--- src/rtl/infra_rst_seq_pkg.sv ---
// Shared state encodings and counter sizing for the infrastructure reset sequencer.
package infra_rst_seq_pkg;

    typedef enum logic [2:0] {
        WAIT_LOCK = 3'd0,
        WAIT_RDY  = 3'd1,
        RELEASE   = 3'd2,
        RUN       = 3'd3,
        HOLD      = 3'd4
    } seq_state_t;

    function automatic int cnt_width(input int a, input int b, input int c);
        int m;
        m = a;
        if (b > m) m = b;
        if (c > m) m = c;
        return $clog2(m + 1);
    endfunction

endpackage

--- src/rtl/infra_rst_sync.sv ---
// Two-flop synchroniser for a single asynchronous level, cleared by an async active-low reset.
module infra_rst_sync (
    input  logic clk,
    input  logic rst_n,
    input  logic d,
    output logic q
);

    logic meta;

    always_ff @(posedge clk or negedge rst_n) begin
        if (!rst_n) begin
            meta <= 1'b0;
            q    <= 1'b0;
        end else begin
            meta <= d;
            q    <= meta;
        end
    end

endmodule

--- src/rtl/infra_rst_sequencer.sv ---
// Ordered release of domain resets after MMCM lock and IDELAYCTRL ready, with lock-loss and
// soft re-sequencing. Optional WAIT_RDY timeout enabled by defining RST_SEQ_TIMEOUT_EN.
module infra_rst_sequencer
    import infra_rst_seq_pkg::*;
#(
    parameter int N_STAGES    = 3,
    parameter int STAGE_DELAY = 16,
    parameter int HOLD_CYCLES = 32,
    parameter int TIMEOUT     = 4096
) (
    input  logic                sys_clk,
    input  logic                sys_rst_n,
    input  logic                pll_lock,
    input  logic                idelay_rdy,
    input  logic                soft_rst_req,
    output logic [N_STAGES-1:0] rst_out,
    output logic                seq_done,
    output logic [2:0]          seq_state,
    output logic                timeout_err
);

    localparam int CNT_W = cnt_width(STAGE_DELAY, HOLD_CYCLES, TIMEOUT);
    localparam int IDX_W = (N_STAGES > 1) ? $clog2(N_STAGES) : 1;

    localparam logic [CNT_W-1:0] CNT_MAX   = '1;
    localparam logic [CNT_W-1:0] SD_LAST   = CNT_W'(STAGE_DELAY - 1);
    localparam logic [CNT_W-1:0] HOLD_LAST = CNT_W'(HOLD_CYCLES - 1);
    localparam logic [IDX_W-1:0] LAST_IDX  = IDX_W'(N_STAGES - 1);
`ifdef RST_SEQ_TIMEOUT_EN
    localparam logic [CNT_W-1:0] TO_LAST   = CNT_W'(TIMEOUT - 1);
`endif

    logic lock_s;
    logic rdy_s;

    seq_state_t          state, state_n;
    logic [CNT_W-1:0]    cnt, cnt_n, cnt_inc;
    logic [IDX_W-1:0]    idx, idx_n;
    logic [N_STAGES-1:0] rst_reg, rst_next;
    logic                err_set;

    infra_rst_sync u_sync_lock (
        .clk   (sys_clk),
        .rst_n (sys_rst_n),
        .d     (pll_lock),
        .q     (lock_s)
    );

    infra_rst_sync u_sync_rdy (
        .clk   (sys_clk),
        .rst_n (sys_rst_n),
        .d     (idelay_rdy),
        .q     (rdy_s)
    );

    assign cnt_inc = (cnt == CNT_MAX) ? cnt : cnt + 1'b1;

    always_ff @(posedge sys_clk or negedge sys_rst_n) begin
        if (!sys_rst_n) begin
            state   <= WAIT_LOCK;
            cnt     <= '0;
            idx     <= '0;
            rst_reg <= '1;
        end else begin
            state   <= state_n;
            cnt     <= cnt_n;
            idx     <= idx_n;
            rst_reg <= rst_next;
        end
    end

    always_comb begin
        state_n  = state;
        cnt_n    = cnt;
        idx_n    = idx;
        rst_next = rst_reg;
        err_set  = 1'b0;
        case (state)
            WAIT_LOCK: begin
                rst_next = '1;
                if (lock_s) begin
                    state_n = WAIT_RDY;
                    cnt_n   = '0;
                end
            end
            WAIT_RDY: begin
                if (rdy_s) begin
                    state_n = RELEASE;
                    cnt_n   = '0;
                    idx_n   = '0;
                end
`ifdef RST_SEQ_TIMEOUT_EN
                else if (cnt == TO_LAST) begin
                    err_set = 1'b1;
                    state_n = RELEASE;
                    cnt_n   = '0;
                    idx_n   = '0;
                end else begin
                    cnt_n = cnt_inc;
                end
`endif
            end
            RELEASE: begin
                // Stages are cleared strictly by index, so bits can only drop in order.
                if (cnt == SD_LAST) begin
                    rst_next[idx] = 1'b0;
                    cnt_n         = '0;
                    idx_n         = idx + 1'b1;
                    if (idx == LAST_IDX) state_n = RUN;
                end else begin
                    cnt_n = cnt_inc;
                end
            end
            RUN: begin
                if (soft_rst_req) begin
                    state_n  = HOLD;
                    cnt_n    = '0;
                    rst_next = '1;
                end
            end
            HOLD: begin
                if (cnt == HOLD_LAST) state_n = WAIT_LOCK;
                else                  cnt_n   = cnt_inc;
            end
            default: begin
                state_n  = WAIT_LOCK;
                rst_next = '1;
            end
        endcase
        // Lock loss overrides every other transition, including a stage release this cycle.
        if (state != WAIT_LOCK && !lock_s) begin
            state_n  = WAIT_LOCK;
            cnt_n    = '0;
            rst_next = '1;
        end
    end

`ifdef RST_SEQ_TIMEOUT_EN
    logic err_reg;

    always_ff @(posedge sys_clk or negedge sys_rst_n) begin
        if (!sys_rst_n)   err_reg <= 1'b0;
        else if (err_set) err_reg <= 1'b1;
    end

    assign timeout_err = err_reg;
`else
    logic unused_err;
    assign unused_err  = err_set;
    assign timeout_err = 1'b0;
`endif

    assign rst_out   = rst_reg;
    assign seq_done  = (state == RUN);
    assign seq_state = state;

endmodule

--- config.mk ---
export PLATFORM = sky130hd
export DESIGN_NAME = infra_rst_sequencer
export DESIGN_NICKNAME = d
export VERILOG_FILES = /design/src/rtl/infra_rst_seq_pkg.sv /design/src/rtl/infra_rst_sync.sv /design/src/rtl/infra_rst_sequencer.sv
export SDC_FILE = /design/constraint.sdc
export NUM_CORES = 1
export LEC_CHECK = 0
export ABC_AREA = 1
export CAP_MARGIN = 20
export CORE_MARGIN = 4
export CORE_UTILIZATION = 52
export DETAILED_ROUTE_END_ITERATION = 6
export GPL_TIMING_DRIVEN = 0
export PLACE_DENSITY_LB_ADDON = 0.12
export SYNTH_ARGS = -nofsm -noshare
export SYNTH_HDL_FRONTEND = slang
export SYNTH_HIERARCHICAL = 1
export SYNTH_SLANG_ARGS = --single-unit
--- constraint.sdc ---
create_clock -name sys_clk -period 1.3 [get_ports sys_clk]
set_input_delay 0.26 -clock sys_clk [delete_from_list [all_inputs] [get_ports sys_clk]]
set_output_delay 0.26 -clock sys_clk [all_outputs]
set_load 0.02 [all_outputs]
==> metrics, run 1 <==
Nets=282; WP data required=1.58 ns; first-pass GRT wire length=6727 um; Die ar.=0.004207 mm^2; DRC viols=0; CP max stage delay=0.50 ns; cts bufs inserted=3; worst IR drop on VDD=1.073 mV; GRT Total Usage=0.2018; WL/cell=12.93 um; CP Max Fanout=6; multi-input logic area=0.001070 mm^2; Slew Viols, Final=0; Sink Count=25; Area Overhead vs Synth=35.57%; Syn Inst Count=230; max-cap violations=0; vias in the first global route=1478; pwr/cell area=1521 mW/mm^2; Cell Area, Placed=0.001891 mm^2; Setup WS post-layout=-0.2697 ns; Worst path slowest cell=dfrtp_1; slew of the pin with the lowest slew margin=0.5827 ns; Worst Setup Slack post-DPL=-0.3296 ns; grt total ovfl=0; Warnings, synthesis=6; max frequency=637.1 MHz; EDFF count, synth=0; failing checks=negative setup slack; Period minus WS final=1.570 ns; num rows=20; Top Ports=13; Rel. slew slack=0.6103; largest net degree at the start of global routing=16; CP Cell Sequence=nand4_1 -> nor2_1 -> nand2_4 -> o21ai_1 -> o21ai_1 -> o21ai_1; clock latency on the worst-skew pair=0.34 ns; RSZ-0062 raised after global routing=true; fin area=0.002280 mm^2; part of the cycle the worst path needs=1.207; TritonRoute pass-1 iters=4; most used cell, CP=o21ai_1; CTS root buffer=clkbuf_4; Post-CTS Hold Fix Bufs=0; Post-DP HPWL=2618 um; via/cell ratio=5.120; fraction of layout cells with a size suffix above 1=0.3971; via count=1618; ys async rst share=1.000; ant diodes=0; final setup fails=24; WP data arrival=1.85 ns; initial antenna violation count=0; top_reg_cell synth=dfrtp_1; H-tree depth=1; CP bufs+invs=0; delay-heaviest family, CP=simple AND/OR/NAND/NOR gates; Die Y=64.87 um; Yosys cell types=29; WL final=4087 um; Yosys reg bits=25; remaining antenna violation count after routing=0; mapped cell area=0.001682 mm^2; worst r2r path cells=6; critical path depth=6; Initial DRC Count=64; sequential standard cell area=639.4 um^2; CTS clk-pin slew, worst paths=0.14 ns; Syn Nets=239; Max clock buf depth=2; Worst setup EP type=flop; GP Congestion=0.8670; Horiz. Die Dim=64.87 um; synthesized area per cell=7.311 um^2; Critical Path Source Type=flop; Final Util=0.7407; Final Hold Fails=0; Worst Hold Class=primary input to async pin; Initial Util=0.5463; Leakage=0.001169 uW; Seq/Total Area, Yosys=0.3743; worst hold slack=0.2753 ns; outcome=finished, violations left; Fillers=231; Core Footprint=0.003078 mm^2; number of port buffers=11; Clock Skew=0.004002 ns; CTS tree=done; CP Class=flop to flop; setup_tns=-4.381 ns
final cells by class:
type | instances | area share
timing repair buffer | 37 | 0.1482
tap | 44 | 0.02415
multi-input combinational | 173 | 0.4693
clock buffer | 3 | 0.009879
inverter | 28 | 0.04885
clock inverter | 1 | 0.002195
sequential | 25 | 0.2805
buffer | 5 | 0.01701
through the flow:
step / total power (uW) / std cells
finish: 3466 / 316
global route: 3710 / 316
CTS: 3183 / 306
detailed placement: 2542 / 286
global placement: 2509 / 285
floorplan: 2106 / 230
cells by family after synthesis:
| family | Yosys count | share of synthesized area |
|---|---|---|
| and+or+nand+nor | 126 | 0.3467 |
| AOI/OAI and AO/OA | 35 | 0.1317 |
| buffers and inverters | 33 | 0.08407 |
| DFF | 25 | 0.3743 |
| xor gates and xnor gates | 6 | 0.03125 |
| adders and majority gates | 4 | 0.02976 |
| other | 1 | 0.002230 |
cell usage after synthesis, types with 2 or more instances:
library cell / count / area share
buf_2: 3 / 0.0089
inv_1: 23 / 0.051
a21oi_1: 3 / 0.0089
o21ai_0: 10 / 0.030
nand3_1: 18 / 0.054
inv_2: 3 / 0.0067
nor3_1: 2 / 0.0060
o211ai_1: 7 / 0.031
nand4_1: 3 / 0.011
xor2_1: 6 / 0.031
nor2_1: 21 / 0.047
nor2_4: 3 / 0.020
nor2_2: 4 / 0.015
ha_1: 4 / 0.030
dfstp_2: 3 / 0.047
nand2_1: 64 / 0.14
o21ai_1: 12 / 0.036
dfrtp_1: 22 / 0.33
nand3_2: 2 / 0.012
nand2_2: 7 / 0.026
nand2_4: 2 / 0.013
power by group:
group	switching, uW	total, uW	internal (uW)	leakage, uW
combinational	1160	2000	849	0.000840
sequential	152	1100	946	0.000312
clock	248	364	116	0.0000177
total	1560	3470	1910	0.00117
sequential cells by signal, summed over array words and instances (netlist names):
| signal | count |
|---|---|
| rst_out | 3 |
| u_sync_lock/q | 1 |
| u_sync_lock/meta | 1 |
| u_sync_rdy/meta | 1 |
| idx | 2 |
| seq_state | 3 |
| cnt | 13 |
| u_sync_rdy/q | 1 |
layout by cell type (no fill, tap or decap), drive strengths merged, types with 3 or more instances in the layout:
master,count
nand2,74
o21ai,22
nor2,28
a21oi,5
buf,38
dfrtp,22
xor2,6
dfstp,3
clkbuf,3
o211ai,7
ha,4
nand3,20
inv,27
clkdlybuf4s50,4
nand4,3
final timing paths:
kind	from	to	slack (ns)
worst max-delay path	cnt[10]	cnt[2]	-0.27
max in group asynchronous	sys_rst_n	seq_state[0]	0.54
worst min register to register	u_sync_rdy/meta	u_sync_rdy/q	0.37
worst min-delay path	sys_rst_n	cnt[9]	0.28
min in group sys_clk	pll_lock	u_sync_lock/meta	0.34
worst max register to register	cnt[10]	cnt[2]	-0.27
routing by layer:
| metal | global-route usage | up-vias | routed length, um |
|---|---|---|---|
| li1 | - | 819 | - |
| met1 | 0.2688 | 745 | 1868 |
| met2 | 0.3321 | 44 | 1940 |
| met3 | 0.04159 | 10 | 218 |
| met4 | 0.05277 | 0 | 61 |
| met5 | 0 | - | 0 |
repair_timing:
action	in CTS	in global routing
cloned	1	0
endpoints found under the setup margin	28	27
pin swaps	11	10
buffers inserted	15	11
gates resized for setup	57	32
hold endpoints to repair	0	0
(Power assumes the default switching activity.)
==> run 2, diff against run 1 <==
GPL_ROUTABILITY_DRIVEN = 0   (was unset)
==> results of run 2 <==
Same layout as run 1: the final DEF is identical, and so are final timing and power.
